$ cat src/rtl/markov_second_sampler_pkg.sv
// rtl/markov_second_sampler_pkg.sv - shared widths, table entry layout, LFSR constants and FSM states
package markov_second_sampler_pkg;

  // Default widths, shared with the merge stage that builds the table
  localparam int NOTE_W_DEF = 7;
  localparam int CNT_W_DEF  = 8;
  localparam int ADDR_W_DEF = 10;
  localparam int LFSR_W_DEF = 16;

  // LFSR never sits at zero; this value is used on reset and for a zero seed
  localparam logic [15:0] LFSR_RESET = 16'hACE1;
  // Right-shift Fibonacci form of x^16+x^14+x^13+x^11+1: feedback from bits 0,2,3,5
  localparam logic [15:0] LFSR_TAPS  = 16'h002D;

  // Sampler FSM states
  localparam logic [2:0] ST_IDLE = 3'd0;
  localparam logic [2:0] ST_SUM  = 3'd1;
  localparam logic [2:0] ST_DRAW = 3'd2;
  localparam logic [2:0] ST_PICK = 3'd3;
  localparam logic [2:0] ST_EMIT = 3'd4;

  // Table entry layout {key_prev2, key_prev1, next_note, count}, count in the LSBs
  function automatic int note_lsb(input int cnt_w);
    return cnt_w;
  endfunction

  function automatic int key1_lsb(input int note_w, input int cnt_w);
    return cnt_w + note_w;
  endfunction

  function automatic int key2_lsb(input int note_w, input int cnt_w);
    return cnt_w + 2 * note_w;
  endfunction

endpackage

$ cat src/rtl/markov_lfsr.sv
// rtl/markov_lfsr.sv - Fibonacci LFSR random source with seed load and single-step advance
module markov_lfsr
  import markov_second_sampler_pkg::*;
#(
  parameter int W = LFSR_W_DEF
) (
  input  logic         clk,
  input  logic         reset,
  input  logic         load_i,
  input  logic [W-1:0] seed_i,
  input  logic         step_i,
  output logic [W-1:0] value_o
);

  localparam logic [W-1:0] RESET_VAL = W'(LFSR_RESET);
  localparam logic [W-1:0] TAPS      = W'(LFSR_TAPS);

  logic [W-1:0] value_q;
  logic [W-1:0] value_d;

  // Load has priority; a zero seed is replaced so the register never locks up
  always_comb begin
    value_d = value_q;
    if (load_i) begin
      value_d = (seed_i == '0) ? RESET_VAL : seed_i;
    end else if (step_i) begin
      value_d = {^(value_q & TAPS), value_q[W-1:1]};
    end
  end

  // LFSR state register
  always_ff @(posedge clk or posedge reset) begin
    if (reset) value_q <= RESET_VAL;
    else       value_q <= value_d;
  end

  assign value_o = value_q;

endmodule

$ cat src/rtl/markov_second_sampler.sv
// rtl/markov_second_sampler.sv - second-order Markov note sampler; MARKOV_SAMPLER_RANDOM_FALLBACK_EN selects a random note on a miss
module markov_second_sampler
  import markov_second_sampler_pkg::*;
#(
  parameter int NOTE_W = NOTE_W_DEF,
  parameter int CNT_W  = CNT_W_DEF,
  parameter int ADDR_W = ADDR_W_DEF,
  parameter int LFSR_W = LFSR_W_DEF
) (
  input  logic                      clk,
  input  logic                      reset,
  input  logic                      seed_load,
  input  logic [LFSR_W-1:0]         seed,
  input  logic                      ctx_load,
  input  logic [NOTE_W-1:0]         ctx_prev2,
  input  logic [NOTE_W-1:0]         ctx_prev1,
  input  logic [ADDR_W:0]           list_len,
  input  logic                      start,
  output logic                      busy,
  output logic                      tbl_rd,
  output logic [ADDR_W-1:0]         tbl_addr,
  input  logic [3*NOTE_W+CNT_W-1:0] tbl_data,
  output logic                      done,
  output logic [NOTE_W-1:0]         note,
  output logic                      miss
);

  localparam int SUM_W  = CNT_W + ADDR_W;
  localparam int PROD_W = SUM_W + LFSR_W;
  localparam int NOTE_L = note_lsb(CNT_W);
  localparam int KEY1_L = key1_lsb(NOTE_W, CNT_W);
  localparam int KEY2_L = key2_lsb(NOTE_W, CNT_W);
  localparam logic [ADDR_W:0] IDX_ONE = 1;

  logic [2:0]        state_q, state_d;
  logic [ADDR_W:0]   len_q, len_d, idx_q, idx_d;
  logic              rd_vld_q, rd_vld_d;
  logic [SUM_W-1:0]  total_q, total_d, run_q, run_d, thr_q, thr_d, run_sum;
  logic [NOTE_W-1:0] sel_q, sel_d, prev2_q, prev1_q, note_q, emit_note;
  logic              hit_q, hit_d, miss_q, done_q, lfsr_step;
  logic [LFSR_W-1:0] lfsr_val;
  logic [PROD_W-1:0] prod;
  logic [CNT_W-1:0]  ent_cnt;
  logic [NOTE_W-1:0] ent_note;
  logic              ent_match;

  markov_lfsr #(.W(LFSR_W)) u_lfsr (
    .clk    (clk),
    .reset  (reset),
    .load_i (seed_load && (state_q == ST_IDLE)),
    .seed_i (seed),
    .step_i (lfsr_step),
    .value_o(lfsr_val)
  );

  assign ent_cnt   = tbl_data[CNT_W-1:0];
  assign ent_note  = tbl_data[NOTE_L +: NOTE_W];
  assign ent_match = (tbl_data[KEY2_L +: NOTE_W] == prev2_q) && (tbl_data[KEY1_L +: NOTE_W] == prev1_q);
  assign run_sum   = run_q + SUM_W'(ent_cnt);
  assign prod      = PROD_W'(lfsr_val) * PROD_W'(total_q);

  assign busy     = (state_q != ST_IDLE);
  assign tbl_rd   = ((state_q == ST_SUM) || (state_q == ST_PICK)) && (idx_q < len_q);
  assign tbl_addr = idx_q[ADDR_W-1:0];
  assign done     = done_q;
  assign note     = note_q;
  assign miss     = miss_q;

`ifdef MARKOV_SAMPLER_RANDOM_FALLBACK_EN
  logic [NOTE_W-1:0] rnd_q;
  // A miss emits the LFSR bits seen in DRAW; an empty list never steps, so the live value is used
  assign emit_note = hit_q ? sel_q : ((len_q == '0) ? lfsr_val[NOTE_W-1:0] : rnd_q);

  // Capture the random bits before DRAW advances the LFSR
  always_ff @(posedge clk or posedge reset) begin
    if (reset)                   rnd_q <= '0;
    else if (state_q == ST_DRAW) rnd_q <= lfsr_val[NOTE_W-1:0];
  end
`else
  assign emit_note = hit_q ? sel_q : prev1_q;
`endif

  // FSM: sum matching counts, draw a threshold, re-scan to pick the entry crossing it
  always_comb begin
    state_d   = state_q;
    len_d     = len_q;
    idx_d     = idx_q;
    rd_vld_d  = 1'b0;
    total_d   = total_q;
    run_d     = run_q;
    thr_d     = thr_q;
    sel_d     = sel_q;
    hit_d     = hit_q;
    lfsr_step = 1'b0;
    case (state_q)
      ST_IDLE: begin
        if (start) begin
          len_d   = list_len;
          idx_d   = '0;
          total_d = '0;
          hit_d   = 1'b0;
          state_d = (list_len == '0) ? ST_EMIT : ST_SUM;
        end
      end
      ST_SUM: begin
        if (tbl_rd) idx_d = idx_q + IDX_ONE;
        rd_vld_d = tbl_rd;
        if (rd_vld_q && ent_match) total_d = total_q + SUM_W'(ent_cnt);
        if (idx_q == len_q) state_d = ST_DRAW;
      end
      ST_DRAW: begin
        lfsr_step = 1'b1;
        if (total_q == '0) begin
          state_d = ST_EMIT;
        end else begin
          thr_d   = prod[PROD_W-1:LFSR_W];
          run_d   = '0;
          idx_d   = '0;
          state_d = ST_PICK;
        end
      end
      ST_PICK: begin
        if (tbl_rd) idx_d = idx_q + IDX_ONE;
        rd_vld_d = tbl_rd;
        if (rd_vld_q && ent_match) begin
          run_d = run_sum;
          if ((ent_cnt != '0) && (run_sum > thr_q)) begin
            sel_d    = ent_note;
            hit_d    = 1'b1;
            rd_vld_d = 1'b0;
            state_d  = ST_EMIT;
          end
        end else if (!tbl_rd && !rd_vld_q) begin
          // Table exhausted without a pick (only if it changed mid-request): report a miss
          state_d = ST_EMIT;
        end
      end
      ST_EMIT: begin
        idx_d   = '0;
        state_d = ST_IDLE;
      end
      default: state_d = ST_IDLE;
    endcase
  end

  // Scan/accumulator state registers
  always_ff @(posedge clk or posedge reset) begin
    if (reset) begin
      state_q  <= ST_IDLE;
      len_q    <= '0;
      idx_q    <= '0;
      rd_vld_q <= 1'b0;
      total_q  <= '0;
      run_q    <= '0;
      thr_q    <= '0;
      sel_q    <= '0;
      hit_q    <= 1'b0;
    end else begin
      state_q  <= state_d;
      len_q    <= len_d;
      idx_q    <= idx_d;
      rd_vld_q <= rd_vld_d;
      total_q  <= total_d;
      run_q    <= run_d;
      thr_q    <= thr_d;
      sel_q    <= sel_d;
      hit_q    <= hit_d;
    end
  end

  // Result outputs and context history; history shifts as each note is emitted
  always_ff @(posedge clk or posedge reset) begin
    if (reset) begin
      done_q  <= 1'b0;
      note_q  <= '0;
      miss_q  <= 1'b0;
      prev2_q <= '0;
      prev1_q <= '0;
    end else begin
      done_q <= (state_q == ST_EMIT);
      if (state_q == ST_EMIT) begin
        note_q  <= emit_note;
        miss_q  <= !hit_q;
        prev2_q <= prev1_q;
        prev1_q <= emit_note;
      end else if ((state_q == ST_IDLE) && ctx_load) begin
        prev2_q <= ctx_prev2;
        prev1_q <= ctx_prev1;
      end
    end
  end

endmodule
$ cat config.mk
export PLATFORM = sky130hd
export DESIGN_NAME = markov_second_sampler
export DESIGN_NICKNAME = d
export VERILOG_FILES = /design/src/rtl/markov_second_sampler_pkg.sv /design/src/rtl/markov_lfsr.sv /design/src/rtl/markov_second_sampler.sv
export SDC_FILE = /design/constraint.sdc
export NUM_CORES = 1
export LEC_CHECK = 0
export CAP_MARGIN = 10
export CORE_UTILIZATION = 63
export DETAILED_ROUTE_END_ITERATION = 8
export PLACE_DENSITY_LB_ADDON = 0.25
export SKIP_CTS_REPAIR_TIMING = 1
export SYNTH_ARGS = -nofsm -noshare
export SYNTH_HDL_FRONTEND = slang
export SYNTH_HIERARCHICAL = 1
export SYNTH_SLANG_ARGS = --single-unit
$ cat constraint.sdc
create_clock -name clk -period 8.35 [get_ports clk]
set_clock_uncertainty 0.2 [all_clocks]
set_input_delay 1.67 -clock clk [delete_from_list [all_inputs] [get_ports clk]]
set_output_delay 1.67 -clock clk [all_outputs]
set_load 0.01 [all_outputs]
Word level (Yosys, flattened, before mapping)

Index checks and enable logic that the tools add are counted.

Bits in registers: 127
Logic and storage cells: 105

Add/sub/neg operators: 3
Multipliers: 1
Magnitude comparators: 2
Eq/ne operators: 16
Muxes and demuxes: 34
Bitwise operators: 1
Reductions and logical operators: 33

Operator list:

| operator                                                        | count |
|---|---|
| 18-bit two-way mux                                              | 4 |
| 18-bit one-hot mux with 2 select lines                          | 2 |
| 16-bit two-way mux                                              | 3 |
| 11-bit one-hot mux with 4 select lines                          | 1 |
| 18-bit by 8-bit adder with 18-bit output                        | 2 |
| 7-bit two-way mux                                               | 5 |
| 16-bit by 18-bit multiplier with 34-bit output                  | 1 |
| 11-bit two-way mux                                              | 3 |
| 3-bit two-way mux                                               | 7 |
| 18-bit greater-than comparator                                  | 1 |
| 18-bit logical NOT                                              | 1 |
| 16-bit logical NOT                                              | 1 |
| 16-bit XOR reduction                                            | 1 |
| 7-bit == test                                                   | 2 |
| 3-bit one-hot mux with 4 select lines                           | 1 |
| 4-bit AND reduction                                             | 3 |
| 11-bit by 1-bit adder with 11-bit output, second input constant | 1 |
| 11-bit == test                                                  | 1 |
| 11-bit logical NOT                                              | 1 |
| 11-bit less-than comparator                                     | 1 |
| 2-bit by 1-bit != test with 1-bit output, second input constant | 5 |
| 2-bit nonzero test                                              | 5 |
| 3-bit AND reduction                                             | 3 |
| 8-bit nonzero test                                              | 1 |
| 17 further kinds                                                | 34 |

Longest topological paths before layout

Gate-level depths: netlist of the first run.

Depth after elaboration: 8
Depth in mapped cells: 23
Depth with buffers taken out: 20

Modules after synthesis

Netlist of the first run, hierarchy kept.

Modules (own cells, without submodules):

| module                | times used | cells an instance | area each (um^2) | seq. area each (um^2) |
|---|---|---|---|---|
| markov_second_sampler | 1          | 1,757             | 15,761.4         | 2,777.7 |
| markov_lfsr           | 1          | 72                | 822.0            | 410.4 |

Least setup slack after synthesis of the first run

Ideal clock, no wire load.

Path kind: register to register
Start point: reg u_lfsr.value_q[7], in the netlist u_lfsr/value_o[7]
End point: reg thr_q[12]
Setup time: 126 ps
Arrival time: 6,054 ps
Data required time: 8,024 ps
Setup slack: 1,970 ps
Cell stages (with the launch flop): 23
Path buffers: 2
Clock period less this slack: 6,380 ps
Cell sequence: dfstp_2 clkbuf_1 clkbuf_1 nand2_1 fa_1 inv_1 fa_1 inv_1 fa_1 inv_1 fa_1 fa_1 inv_1 fa_1 inv_1 ha_1 a21oi_1 o21ai_0 a21oi_1 or4b_1 and2_4 o2111a_1 a221o_1

Cells in the longest elaborated chain, start to end: 1

Ends and longest elaborated chain:

| item                                           | line                         | text |
|---|---|---|
| from (decl)                                    | markov_lfsr.sv:18            | `logic [W-1:0] value_q;` |
| from (signal assigned)                         | markov_lfsr.sv:34            | `else value_q <= value_d;` |
| 16-bit by 18-bit multiplier with 34-bit output | markov_second_sampler.sv:60  | `assign prod = PROD_W'(lfsr_val) * PROD_W'(total_q);` |
| to (signal assigned)                           | markov_second_sampler.sv:165 | `thr_q <= thr_d;` |
| to (decl)                                      | markov_second_sampler.sv:38  | `logic [SUM_W-1:0] total_q, total_d, run_q, run_d, thr_q, thr_d, run_sum;` |

Every way passes these cells.
A chain may end at the register's enable or synchronous reset.

Worst setup path after layout of the first run

Start point: reg total_q[10]
End point: reg thr_q[15]

Cells in the longest elaborated chain, start to end: 3

Ends and longest elaborated chain:

| item                                                                                                   | line                         | text |
|---|---|---|
| from (decl)                                                                                            | markov_second_sampler.sv:38  |  |
| from (signal assigned)                                                                                 | markov_second_sampler.sv:163 | `total_q <= total_d;` |
| parallel branches: the longest is 3 deep, another holds 16-bit by 18-bit multiplier with 34-bit output | --                           |  |

Parallel ways; which one is timed is not known.

==> summary.txt, run 1 <==
CTS
  – CTS root buffer: clkbuf_16
  – H-tree levels: 4
  – Clock slew at reported path FFs: 0.06 ns
  – Clock Tree Buf Depth: 2
  – Clock sinks: 127
  – Clk Latency, worst-skew pair: 0.43 ns
  – Cts bufs inserted: 17
  – TritonCTS clock tree: yes

Placement
  – Gpl congestion: 0.9389
  – Dpl cells: 2174
  – Placed inst area: 0.01763 sq mm
  – Port Buf Inserts: 95
  – Dpl hpwl: 31.40 mm

Detailed routing
  – Via Count: 13190
  – Routed Antenna Nets: 0
  – Iteration-0 DRC Markers: 986
  – DRC violations left: 0
  – First-pass iteration count of the detailed router: 5
  – Routed WL per cell: 19.00 microns
  – Vias/cell: 5.978
  – Total wire length: 41.92 mm

Power
  – Lkg Pwr: 0.008828 uW
  – Total power: 6396 uW
  – Clock power share: 0.120
  – Internal cell power: 3068 uW
  – Logic pwr share: 0.680
  – Worst VDD drop: 0.5915 mV
  – Switch Pwr: 3328 uW
  – Part of the power in registers: 0.200
  – Switching Fraction: 0.5204
  – PD cells: 351.1 mW/mm^2

Die
  – I/O pin count: 96
  – Initial Util: 0.6400
  – Die Wd: 164.2 microns
  – Core footprint: 0.02591 sq mm
  – Full die area: 0.02698 sq mm
  – Row count: 59
  – Die H: 164.2 microns

Synthesis
  – Synth Cell Area: 0.01658 sq mm
  – Post-synthesis sequential element count: 127
  – Top cells by area, synth: fa_1, dfrtp_1, ha_1
  – Synth async-reset ratio: 1.000
  – Mapped Nets: 2276
  – Synth Flop Type: dfrtp_1
  – Synth unique cells: 71
  – Seq/Total Area, Yosys: 0.1922
  – Most frequent cell after synthesis: inv_1
  – Synth Warn #: 6
  – Post-synth EDFFs: 0
  – Synth cell count leaders: inv_1, nand2_1, fa_1
  – Avg Cell Area, Syn: 9.067 sq um
  – Top cell type's share of synthesized area: 0.2692
  – Area leader, netlist: fa_1
  – Post-Synthesis Cells: 1829

Timing
  – Crit path time final: 7.023 ns
  – RSZ-0062 raised after global routing: false
  – Highest clock rate: 0.1424 GHz
  – Relative slew slack: 0.2185
  – Period utilization: 0.8410
  – Max-slew violations: 0
  – Total Neg Setup Slack: 0 ns
  – Worst-Margin Slew: 1.171 ns
  – Fin. Hold Viols: 0
  – Final setup fails: 0

Finish
  – Synth-to-layout area growth: 9.854%
  – Layout Cells excl Fill: 2206
  – Nets@finish: 2305
  – Final Cell Area: 0.01822 sq mm
  – Share of cells above drive strength 1: 0.04543
  – # diodes: 0

Critical path
  – Most used cell along the critical path: fa_1
  – Critical Path Fanout Max: 23
  – CP required: 8.46 ns
  – CP Capture Type: flop
  – R2R Setup Slk: 1.33 ns
  – Worst path max stage delay: 0.91 ns
  – CP Launch Type: flop
  – CP max-delay cell: dfrtp_1
  – CP cell instances: nand2_1 -> fa_1 -> fa_1 -> fa_1 -> inv_1 -> fa_1 -> fa_1 -> inv_1 -> fa_1 -> inv_1 -> ha_1 -> a21oi_1 -> o211ai_1 -> a211oi_1 -> o21bai_1 -> a31oi_1 -> nor4_1 -> a311o_1
  – WP data arrival: 7.13 ns
  – Kind of critical path: reg -> reg

Global route
  – Antenna violations before repair: 0
  – GRT met1 Usage: 0.4041
  – First-pass GRT wire length: 68.32 mm
  – GR peak layer: met2
  – Grt met3 use: 0.04621
  – Met2 Use GR: 0.5727
  – GRT overflow: 0
  – Largest net degree at the start of global routing: 78
  – Vias in the first global route: 13620
  – Tot GR Track Use: 0.3290

Status
  – Status: complete, no violations

Hold path
  – HP Class: reg -> reg

Run
  – # Max-Cap Violations: 0
[stage by stage]
stage                     hold slack (ns)  setup WS [ns]    util
after floorplan                    0.2481          1.970       -
after global placement             0.2658          1.743  0.6805
after detailed placement           0.2695          1.474  0.6805
after CTS                          0.2828          1.422  0.7031
after global routing               0.3146          1.009  0.7031
final                              0.2801          1.327  0.7031
[state kept, by name, summed over array words and instances (netlist names)]
name / flops
rd_vld_q: 1
done: 1
sel_q: 7
prev1_q: 7
prev2_q: 7
run_q: 18
note: 7
idx_q: 11
hit_q: 1
u_lfsr/value_o: 16
state_q: 3
thr_q: 18
miss: 1
total_q: 18
len_q: 11
[cell families (layout without fill, tap and decap cells)]
kind of cell / after synthesis / in the layout / synth area share
XOR/XNOR: 59 / 59 / 0.03116
multiplexers: 38 / 38 / 0.02429
buffers and inverters: 381 / 423 / 0.08918
flip-flops: 127 / 127 / 0.1922
AO/OA/AOI/OAI: 276 / 276 / 0.1086
AND/OR/NAND/NOR: 576 / 576 / 0.1729
adder cells (fa/ha/maj): 372 / 372 / 0.3816
[worst paths after layout]
kind,from,endpoint,cells after the start
setup / recovery,total_q[10]$_DFFE_PP0P_,thr_q[15]$_DFFE_PP0P_,18
hold reg to reg,thr_q[17]$_DFFE_PP0P_,thr_q[17]$_DFFE_PP0P_,2
max in group asynchronous,reset,total_q[6]$_DFFE_PP0P_,3
min in group asynchronous,reset,note[4]$_DFFE_PP0P_,2
setup reg to reg,total_q[10]$_DFFE_PP0P_,thr_q[15]$_DFFE_PP0P_,18
hold / removal,thr_q[17]$_DFFE_PP0P_,thr_q[17]$_DFFE_PP0P_,2
[worst max-delay path, delay by kind of cell (launching register included)]
family                     cells  cell delay [ns]
adders and majority gates      7             3.36
AOI/OAI and AO/OA              6             1.97
DFF                            1             0.91
and+or+nand+nor                2             0.29
buffers and inverters          3             0.15
[layout make-up]
cell class | instances | area, sq um
Clock buffer | 18 | 429.2
Clock inverter | 14 | 156.4
Fill cell | 1975 | 7694
Inverter | 286 | 1076
Multi-Input combinational cell | 1321 | 11920
Sequential cell | 127 | 3188
Tap cell | 335 | 419.2
Timing Repair Buffer | 105 | 1026
[placed cells by master (no fill, tap or decap), types with 23 or more instances in the layout]
cell             count
dfrtp_1            119
nand4_1             23
inv_1              285
and2_1             141
ha_1               149
xnor2_1             39
clkdlybuf4s50_1     95
nand2_1            259
a21oi_1             68
fa_1               223
nor2_1              45
mux2i_1             23
a21o_1              28
o21ai_0             52
[per-layer routing]
layer / share of wire / up-vias
met5: 0 / -
met4: 0.041 / 0
met3: 0.071 / 131
met2: 0.50 / 618
met1: 0.38 / 6456
li1: - / 5982
[power by group through the flow]
| stage | Sequential, uW | Clock [uW] | Combinational, uW |
|---|---|---|---|
| floorplan | 970 | 0 | 3310 |
| global placement | 1260 | 0 | 4160 |
| detailed placement | 1270 | 0 | 4350 |
| CTS | 1270 | 765 | 4380 |
| global route | 1300 | 794 | 4950 |
| finish | 1280 | 764 | 4350 |
(Power assumes the default switching activity.)
==> run 2: changes to the inputs <==
==> constraint.sdc (replaced) <==
create_clock -name clk -period 6.5 [get_ports clk]
set_clock_uncertainty 0.2 [all_clocks]
set_input_delay 1.3 -clock clk [delete_from_list [all_inputs] [get_ports clk]]
set_output_delay 1.3 -clock clk [all_outputs]
set_load 0.01 [all_outputs]
==> run 2 against run 1 <==
- clock power up 37%
- cell count up 3.4%
- total power up 36%
- first-iteration DRC count up 6.1%
- maximum frequency up 11%
- global-route usage up 1.1 points
- combinational power up 43%
- sequential power up 12%
- critical endpoint is now thr_q[12]$_DFFE_PP0P_
- largest cell class unchanged
==> summary.txt, run 2 (synthesis gave the netlist of run 1 again) <==
Global route
  – First-pass GRT wire length: 70.02 mm
  – Tot GR Track Use: 0.3399
  – Antenna violations before repair: 2
  – Largest net degree at the start of global routing: 77
  – GRT overflow: 0
  – Vias in the first global route: 14090

Critical path
  – Kind of critical path: reg -> reg
  – CP cell instances: and2_1 -> fa_1 -> inv_1 -> fa_1 -> fa_1 -> inv_1 -> fa_1 -> fa_1 -> inv_1 -> fa_1 -> inv_1 -> ha_1 -> buf_4 -> nand2_1 -> a21oi_1 -> a21oi_2 -> or4b_1 -> and2_4 -> o2111a_1 -> a221o_1
  – CP max-delay cell: or4b_1
  – CP required: 6.61 ns
  – CP Launch Type: flop
  – Critical Path Fanout Max: 11
  – Worst path max stage delay: 0.59 ns
  – CP Capture Type: flop
  – WP data arrival: 6.44 ns
  – Most used cell along the critical path: fa_1

Die
  – Die H: 164.2 microns
  – Full die area: 0.02698 sq mm
  – Row count: 59
  – Die Wd: 164.2 microns
  – I/O pin count: 96
  – Initial Util: 0.6400
  – Core footprint: 0.02591 sq mm

Power
  – Worst VDD drop: 0.5095 mV
  – Lkg Pwr: 0.009206 uW
  – PD cells: 461.3 mW/mm^2
  – Total power: 8698 uW

Detailed routing
  – WL met1: 16.51 mm
  – Routed Antenna Nets: 0
  – Vias/cell: 5.972
  – Max Used Layer: met4
  – Routed WL per cell: 19.17 microns
  – Iteration-0 DRC Markers: 1046
  – Via Count: 13620
  – Total wire length: 43.70 mm
  – Met3 wire length: 2.962 mm
  – DRC violations left: 0
  – First-pass iteration count of the detailed router: 5
  – Routed met2 length: 22.03 mm

Finish
  – Share of cells above drive strength 1: 0.08801
  – Nets@finish: 2378
  – Synth-to-layout area growth: 13.70%
  – Commonest non-fill, non-tap cell in the layout: inv_1
  – Final Cell Area: 0.01886 sq mm
  – FF+latch area: 0.003207 sq mm
  – Multi-input gate area: 0.01193 sq mm
  – Layout Cells excl Fill: 2280
  – Fill cell count: 1941
  – Commonest cells after routing, fill and taps aside: inv_1, nand2_1, fa_1, ha_1, and2_1
  – Top flop regs: run_q: 18 flops, thr_q: 18 flops, total_q: 18 flops

Timing
  – Worst-Margin Slew: 1.079 ns
  – Relative slew slack: 0.2805
  – Max-slew violations: 0
  – RSZ-0062 raised after global routing: true
  – Fin. Hold Viols: 0
  – Final setup fails: 0
  – Highest clock rate: 0.1580 GHz
  – Crit path time final: 6.329 ns
  – Period utilization: 0.9737

CTS
  – Clock Tree Buf Depth: 2
  – Clock slew at reported path FFs: 0.07 ns
  – TritonCTS clock tree: yes
  – Clk Latency, worst-skew pair: 0.43 ns
  – H-tree levels: 4
  – Clock sinks: 127
  – Cts bufs inserted: 17
  – CTS root buffer: clkbuf_16

Placement
  – Dpl hpwl: 33.57 mm
  – Dpl cells: 2244
  – Placed inst area: 0.01816 sq mm
  – Gpl congestion: 0.9159
  – Port Buf Inserts: 95

Hold path
  – HP Class: reg -> reg

Status
  – Status: complete, no violations

Run
  – # Max-Cap Violations: 0
-- run 2: routing by layer --
layer | global-route usage | up-vias
li1 | - | 6123
met1 | 0.4021 | 6752
met2 | 0.5825 | 571
met3 | 0.06465 | 170
met4 | 0.1864 | 0
met5 | 0 | -
-- run 2: area by class of cell --
cell class              count  area share
inverters                 286     0.05707
well taps                 335     0.02223
multi-input cells        1321      0.6328
repair buffers            178     0.08480
clock buffers              18     0.02276
diodes                      2   0.0002654
clock inverters            13     0.01002
flip-flops and latches    127      0.1701
-- run 2: worst max-delay path, delay by kind of cell, from the launching register on --
family          cells  cell delay [ns]
buf+inv             5             0.34
compound gates      4             0.79
fa+ha+maj           7             3.27
flops               1             0.53
simple gates        4             1.07
-- run 2: final timing paths --
check | cells after the start | to | slack, ns | start
min in group asynchronous | 2 | u_lfsr/value_o[12]$_DFFE_PP0P_ | 1.15 | reset
worst min-delay path | 2 | thr_q[17]$_DFFE_PP0P_ | 0.28 | thr_q[17]$_DFFE_PP0P_
worst min register to register | 2 | thr_q[17]$_DFFE_PP0P_ | 0.28 | thr_q[17]$_DFFE_PP0P_
max in group asynchronous | 3 | rd_vld_q$_DFF_PP0_ | 3.77 | reset
worst max-delay path | 20 | thr_q[12]$_DFFE_PP0P_ | 0.17 | total_q[8]$_DFFE_PP0P_
worst max register to register | 20 | thr_q[12]$_DFFE_PP0P_ | 0.17 | total_q[8]$_DFFE_PP0P_
-- run 2: power by group --
| part | internal [uW] | total [uW] | switching (uW) |
|---|---|---|---|
| sequential | 1050 | 1440 | 395 |
| combinational | 2680 | 6200 | 3520 |
| clock | 642 | 1050 | 411 |
| total | 4370 | 8700 | 4330 |
-- run 2: metrics by stage --
stage | hold slack [ns] | util | setup slack (ns) | TNS, ns
floorplan | 0.2481 | - | 0.1203 | 0
global placement | 0.2653 | 0.7008 | 0.1296 | 0
detailed placement | 0.2705 | 0.7008 | 0.05346 | 0
CTS | 0.2846 | 0.7246 | 0.04223 | 0
global route | 0.3231 | 0.7275 | -0.01953 | -0.01953
finish | 0.2813 | 0.7277 | 0.1713 | 0
